==> src/rtl/eth_packer_pkg.sv <==
// Shared types and header layout for the Ethernet stream packer.
package eth_packer_pkg;

  typedef enum logic [1:0] {
    IDLE    = 2'd0,
    HEADER  = 2'd1,
    PAYLOAD = 2'd2
  } state_t;

  localparam logic [15:0] HDR_MAGIC     = 16'hE7A5;
  localparam int          HDR_MAGIC_LSB = 48;
  localparam int          HDR_SEQ_LSB   = 32;
  localparam int          HDR_LEN_LSB   = 16;

endpackage

==> src/rtl/sync_fifo_fwft.sv <==
// First-word-fall-through synchronous FIFO; rdata always shows the head entry.
module sync_fifo_fwft #(
  parameter  int DATA_W     = 64,
  parameter  int FIFO_DEPTH = 32,
  localparam int AW         = $clog2(FIFO_DEPTH)
) (
  input  logic              aclk,
  input  logic              aresetn,
  input  logic              push,
  input  logic [DATA_W-1:0] wdata,
  input  logic              pop,
  output logic [DATA_W-1:0] rdata,
  output logic              full,
  output logic              empty,
  output logic [AW:0]       count
);

  logic [DATA_W-1:0] mem [FIFO_DEPTH];
  logic [AW-1:0]     wr_ptr, rd_ptr;
  logic              do_push, do_pop;

  assign full    = (count == (AW+1)'(FIFO_DEPTH));
  assign empty   = (count == '0);
  assign do_push = push & ~full;
  assign do_pop  = pop & ~empty;
  assign rdata   = mem[rd_ptr];

  always_ff @(posedge aclk or negedge aresetn) begin
    if (!aresetn) begin
      wr_ptr <= '0;
      rd_ptr <= '0;
      count  <= '0;
    end else begin
      if (do_push) wr_ptr <= wr_ptr + 1'b1;
      if (do_pop)  rd_ptr <= rd_ptr + 1'b1;
      case ({do_push, do_pop})
        2'b10:   count <= count + 1'b1;
        2'b01:   count <= count - 1'b1;
        default: ;
      endcase
    end
  end

  // Storage needs no reset: pointers and count define what is valid.
  always_ff @(posedge aclk) begin
    if (do_push) mem[wr_ptr] <= wdata;
  end

endmodule

==> src/rtl/eth_stream_packer.sv <==
// Packs raw AXI-Stream beats into header + 1..MAX_BEATS payload frames,
// flushing early on upstream TLAST or after an idle timeout.
module eth_stream_packer
  import eth_packer_pkg::*;
#(
  parameter int DATA_W     = 64,
  parameter int MAX_BEATS  = 16,
  parameter int FIFO_DEPTH = 32,
  parameter int TIMEOUT    = 256
) (
  input  logic              aclk,
  input  logic              aresetn,
  input  logic [DATA_W-1:0] s_axis_tdata,
  input  logic              s_axis_tvalid,
  input  logic              s_axis_tlast,
  output logic              s_axis_tready,
  output logic [DATA_W-1:0] m_axis_tdata,
  output logic              m_axis_tvalid,
  output logic              m_axis_tlast,
  input  logic              m_axis_tready,
  output logic [1:0]        DBG_state,
  output logic [15:0]       DBG_frames_sent
);

  localparam int              AW       = $clog2(FIFO_DEPTH);
  localparam int              LW       = $clog2(MAX_BEATS + 1);
  localparam int              TW       = $clog2(TIMEOUT);
  localparam logic [AW:0]     MAX_CNT  = (AW+1)'(MAX_BEATS);
  localparam logic [TW-1:0]   TMO_LAST = TW'(TIMEOUT - 1);

  state_t            state;
  logic [15:0]       seq, frames_sent;
  logic [LW-1:0]     len, remaining, take_len;
  logic [TW-1:0]     timer;
  logic              flush, rdy, timeout, start, push, pop;
  logic [DATA_W-1:0] fifo_head, hdr;
  logic              fifo_full, fifo_empty;
  logic [AW:0]       fifo_count;

  sync_fifo_fwft #(.DATA_W(DATA_W), .FIFO_DEPTH(FIFO_DEPTH)) u_fifo (
    .aclk    (aclk),
    .aresetn (aresetn),
    .push    (push),
    .wdata   (s_axis_tdata),
    .pop     (pop),
    .rdata   (fifo_head),
    .full    (fifo_full),
    .empty   (fifo_empty),
    .count   (fifo_count)
  );

  // rdy holds tready low through reset and releases it on the first clock after.
  assign s_axis_tready = rdy & ~fifo_full;
  assign push          = s_axis_tvalid & s_axis_tready;
  assign pop           = (state == PAYLOAD) & m_axis_tready & ~fifo_empty;
  assign timeout       = (timer == TMO_LAST);
  assign start         = (state == IDLE) &&
                         ((fifo_count >= MAX_CNT) || ((flush || timeout) && fifo_count != '0));
  assign take_len      = (fifo_count >= MAX_CNT) ? LW'(MAX_BEATS) : LW'(fifo_count);

  always_ff @(posedge aclk or negedge aresetn) begin
    if (!aresetn) begin
      rdy   <= 1'b0;
      flush <= 1'b0;
      timer <= '0;
    end else begin
      rdy <= 1'b1;
      // A tlast beat landing on the frame-start cycle is not in that frame, so it wins.
      if (push && s_axis_tlast) flush <= 1'b1;
      else if (start)           flush <= 1'b0;
      if (push || start)
        timer <= '0;
      else if (state == IDLE && fifo_count != '0 && fifo_count < MAX_CNT && !timeout)
        timer <= timer + 1'b1;
    end
  end

  always_ff @(posedge aclk or negedge aresetn) begin
    if (!aresetn) begin
      state       <= IDLE;
      seq         <= '0;
      len         <= '0;
      remaining   <= '0;
      frames_sent <= '0;
    end else begin
      case (state)
        IDLE: if (start) begin
          state     <= HEADER;
          len       <= take_len;
          remaining <= take_len;
        end
        HEADER: if (m_axis_tready) state <= PAYLOAD;
        PAYLOAD: if (m_axis_tready) begin
          remaining <= remaining - 1'b1;
          if (remaining == LW'(1)) begin
            seq         <= seq + 1'b1;
            frames_sent <= frames_sent + 1'b1;
            state       <= IDLE;
          end
        end
        default: state <= IDLE;
      endcase
    end
  end

  always_comb begin
    hdr = '0;
    hdr[HDR_MAGIC_LSB +: 16] = HDR_MAGIC;
    hdr[HDR_SEQ_LSB   +: 16] = seq;
    hdr[HDR_LEN_LSB   +: 16] = 16'(len);
  end

  always_comb begin
    m_axis_tdata = '0;
    if (state == HEADER)       m_axis_tdata = hdr;
    else if (state == PAYLOAD) m_axis_tdata = fifo_head;
  end

  assign m_axis_tvalid   = (state == HEADER) || (state == PAYLOAD);
  assign m_axis_tlast    = (state == PAYLOAD) && (remaining == LW'(1));
  assign DBG_state       = state;
  assign DBG_frames_sent = frames_sent;

endmodule

==> config.mk <==
export PLATFORM = sky130hd
export DESIGN_NAME = eth_stream_packer
export DESIGN_NICKNAME = d
export VERILOG_FILES = /design/src/rtl/eth_packer_pkg.sv /design/src/rtl/sync_fifo_fwft.sv /design/src/rtl/eth_stream_packer.sv
export SDC_FILE = /design/constraint.sdc
export NUM_CORES = 2
export LEC_CHECK = 0
export CAP_MARGIN = 20
export CELL_PAD_IN_SITES_DETAIL_PLACEMENT = 1
export CELL_PAD_IN_SITES_GLOBAL_PLACEMENT = 1
export CORE_ASPECT_RATIO = 1.1
export CORE_UTILIZATION = 39
export CTS_BUF_LIST = sky130_fd_sc_hd__clkbuf_4 sky130_fd_sc_hd__clkbuf_8 sky130_fd_sc_hd__clkbuf_16
export CTS_CLUSTER_DIAMETER = 120
export DETAILED_ROUTE_END_ITERATION = 8
export DONT_BUFFER_PORTS = 1
export PLACE_DENSITY_LB_ADDON = 0.15
export SLEW_MARGIN = 30
export SYNTH_ARGS = -nofsm -noshare
export SYNTH_HDL_FRONTEND = slang
export SYNTH_SLANG_ARGS = --single-unit
==> constraint.sdc <==
create_clock -name aclk -period 5.15 [get_ports aclk]
set_clock_uncertainty 0.1 [all_clocks]
set_input_delay 0 -clock aclk [delete_from_list [all_inputs] [get_ports aclk]]
set_output_delay 0 -clock aclk [all_outputs]
set_load 0.1 [all_outputs]
==> impl_metrics.ini <==
[synthesis]
ys_seq_area_share_pct = 77.36
synthTopCellsByArea = edfxtp_1 75%, mux4_2 14%, dfrtp_1 2.1%
synthTopCellsByCount = 2048 x edfxtp_1, 513 x mux4_2, 114 x mux2i_1
syn_area_um2 = 81760
synth_edf_count = 2048
synth_flop_cell = edfxtp_1
synth.most_common_cell = edfxtp_1
synth_nets = 3718
syn_inst = 3633
yosysTopAreaCell = edfxtp_1
yosysWarnings = 0
synth_cell_type_count = 66
synth_top_area_share_pct = 75.22
avgSynthCellArea_um2 = 22.50
async_reset_ff_share_pct = 3.305
synth_seq_cells = 2118

[sta]
maxSlewViolCount = 0
fin_tns_setup_ns = 0
worstMarginPinSlew_ns = 1.031
max_freq_mhz = 231.7
period_share_pct = 83.82
min_period_ns = 4.317
rsz0062_at_grt = false
setup_viol = 0
hold_viol = 0
slew_headroom_pct = 31.28

[worst_setup_path]
reg2reg_depth = 12
r2r_start = DBG_state[1]
setup.worst_path.end_class = primary output
crit_arrival_ns = 4.22
critPathCapture = m_axis_tdata[21]
crit_cells = 6
crit_start = u_fifo.rd_ptr[1]
cp_num_buf_inv = 3
crit_chain = buf_4 -> buf_4 -> mux4_2 -> mux4_2 -> a22o_1 -> buf_4
rrSetupSlack_ns = 1.42
critPathLaunchType = flop
timing.rr.end = u_fifo.count[4]
critPathRequiredTime_ns = 5.05
crit_top_cell = buf_4
path_class = flop to primary output
critPathTopFamily = buffers and inverters
crit_path_max_fanout = 44
crit_slowest_cell = dfrtp_4
max_stage_delay_ns = 0.69

[floorplanning]
initial_utilization_pct = 39.39
core_um2 = 207600
io_pins = 154
rows = 175
die_x_um = 438.6
die_h_um = 482.2
die_area_um2 = 211500

[power_and_ir_drop]
ir_drop_uv = 416.1
fin_total_pwr_mw = 49.46
leakagePower_nw = 30.31
power_density_nw_per_um2 = 517.7

[cells_and_area]
drive_gt1_share_pct = 29.30
syn_to_final_growth_pct = 16.85
final_nets = 4101
fin_cells = 6948

[clock_tree]
cts_made_buffers = 221
cts.repair.resized = 0
cts.sinks = 2118
clkLatencyLatePin_ns = 0.89
cts_setup_buffers = 0
clockRootBuffer = clkbuf_16
cts_buffer_depth = 3
tritoncts = yes
cts_hold_buf = 123
cts.htree.levels = 4
clkSlewWorstSetupHoldPaths_ns = 0.06

[status]
status = complete, no violations

[job]
cap_violations = 0

[routing]
avgRoutedWirePerCell_um = 32.10
drt_iter0_markers = 3445
ant_nets = 0
first_pass_iters = 7
drcViolationCount = 0
vias_per_cell = 5.638
num_vias = 39180
wl_um = 223100

[grt]
grt_max_degree = 124
grt_pass1_wl_um = 317400
grt_overflow = 0
grt_pass1_vias = 41640
track_usage_pct = 21.17
antenna_found_initial = 6

[place]
io_buffers = 0
gp_congestion = 0.7369
dp_hpwl_um = 120900
dp.cells = 6370

[hold_path]
hp-class = input pin to flop
[sequential cells by signal, indices dropped and copies added (netlist names), 2 cells and up]
register / cells
remaining: 5
seq: 16
timer: 8
u_fifo.count: 6
len: 5
DBG_frames_sent: 16
u_fifo.mem: 2048
DBG_state: 2
u_fifo.wr_ptr: 5
u_fifo.rd_ptr: 5
[how the worst min path moves through the flow]
stage | start | endpoint | depth (start not counted)
floorplan | aresetn | DBG_frames_sent[0] | 0
global placement | aresetn | DBG_state[1] | 0
detailed placement | aresetn | DBG_state[1] | 0
CTS | s_axis_tdata[15] | u_fifo.mem[14][15] | 3
global route | s_axis_tdata[2] | u_fifo.mem[29][2] | 3
finish | s_axis_tdata[27] | u_fifo.mem[7][27] | 2
[worst reg2reg max path: stages, from the launching register on]
cell and delay, ns:
dfrtp_1 0.97, ha_1 0.53, nand2_1 0.23, a21oi_1 0.17, buf_4 0.22, ha_1 0.35
xor2_1 0.13, ha_1 0.23, nand3b_1 0.08, o21ai_0 0.09, a222oi_1 0.27, nor2_1 0.09
xor2_1 0.15
[logic make-up (layout without fill, tap and decap cells)]
kind of cell | Yosys count | in the layout | share of synthesized area, %
flops | 2118 | 2118 | 77.36
mux | 651 | 651 | 15.86
compound gates | 308 | 308 | 2.850
simple gates | 274 | 274 | 1.691
buf+inv | 214 | 783 | 1.445
xor+xnor | 51 | 51 | 0.5463
fa+ha+maj | 16 | 16 | 0.2449
other cells | 1 | 4 | 0.004587
[per-stage QoR]
step | hold WS [ns] | utilization [%] | worst slack [ns] | cell area [µm²]
after floorplan | -0.3956 | - | 0.4348 | 81760
after global placement | -0.3937 | 41.64 | 1.453 | 86440
after detailed placement | -0.3934 | 41.71 | 1.460 | 86580
after CTS | 0.01804 | 45.94 | 0.7071 | 95360
after global routing | 0.06659 | 46.02 | 0.6187 | 95540
final | 0.08818 | 46.02 | 0.8332 | 95540
[power by group]
group | total, mW | switching, mW | internal, mW
combinational | 13.7 | 8.05 | 5.63
sequential | 20.0 | 0.522 | 19.5
clock | 15.8 | 6.72 | 9.05
total | 49.5 | 15.3 | 34.2
[per-layer routing]
metal / track usage (%) / part of all wire, % / up-vias
li1: - / - / 16240
met1: 29.15 / 44 / 21700
met2: 35.77 / 50 / 986
met3: 2.976 / 4.5 / 250
met4: 4.827 / 1.8 / 2
met5: 0 / 0.0045 / -
[cell usage in the layout, fill, tap and decap left out, types with 44 or more instances in the layout]
cell type	synthesis	routed
buf_4	14	139
mux2i_1	114	114
clkinv_1	0	56
dlygate4sd3_1	0	81
mux4_2	513	513
a211oi_1	44	44
edfxtp_1	2048	2048
clkbuf_16	0	221
a22o_1	56	56
buf_12	0	80
clkbuf_4	0	64
buf_2	50	52
dfrtp_1	70	65
nand2_1	68	68
[area by class of cell]
type                            instances  area (µm²)
Antenna cell                            3       7.507
Clock buffer                          285        6011
Clock inverter                        124        1192
Fill cell                           18640      112000
Inverter                               13       48.80
Multi-Input combinational cell       1301       17670
Sequential cell                      2118       63270
Tap cell                             2743        3432
Timing Repair Buffer                  361        3906
Power figures use the tool's default switching activity.
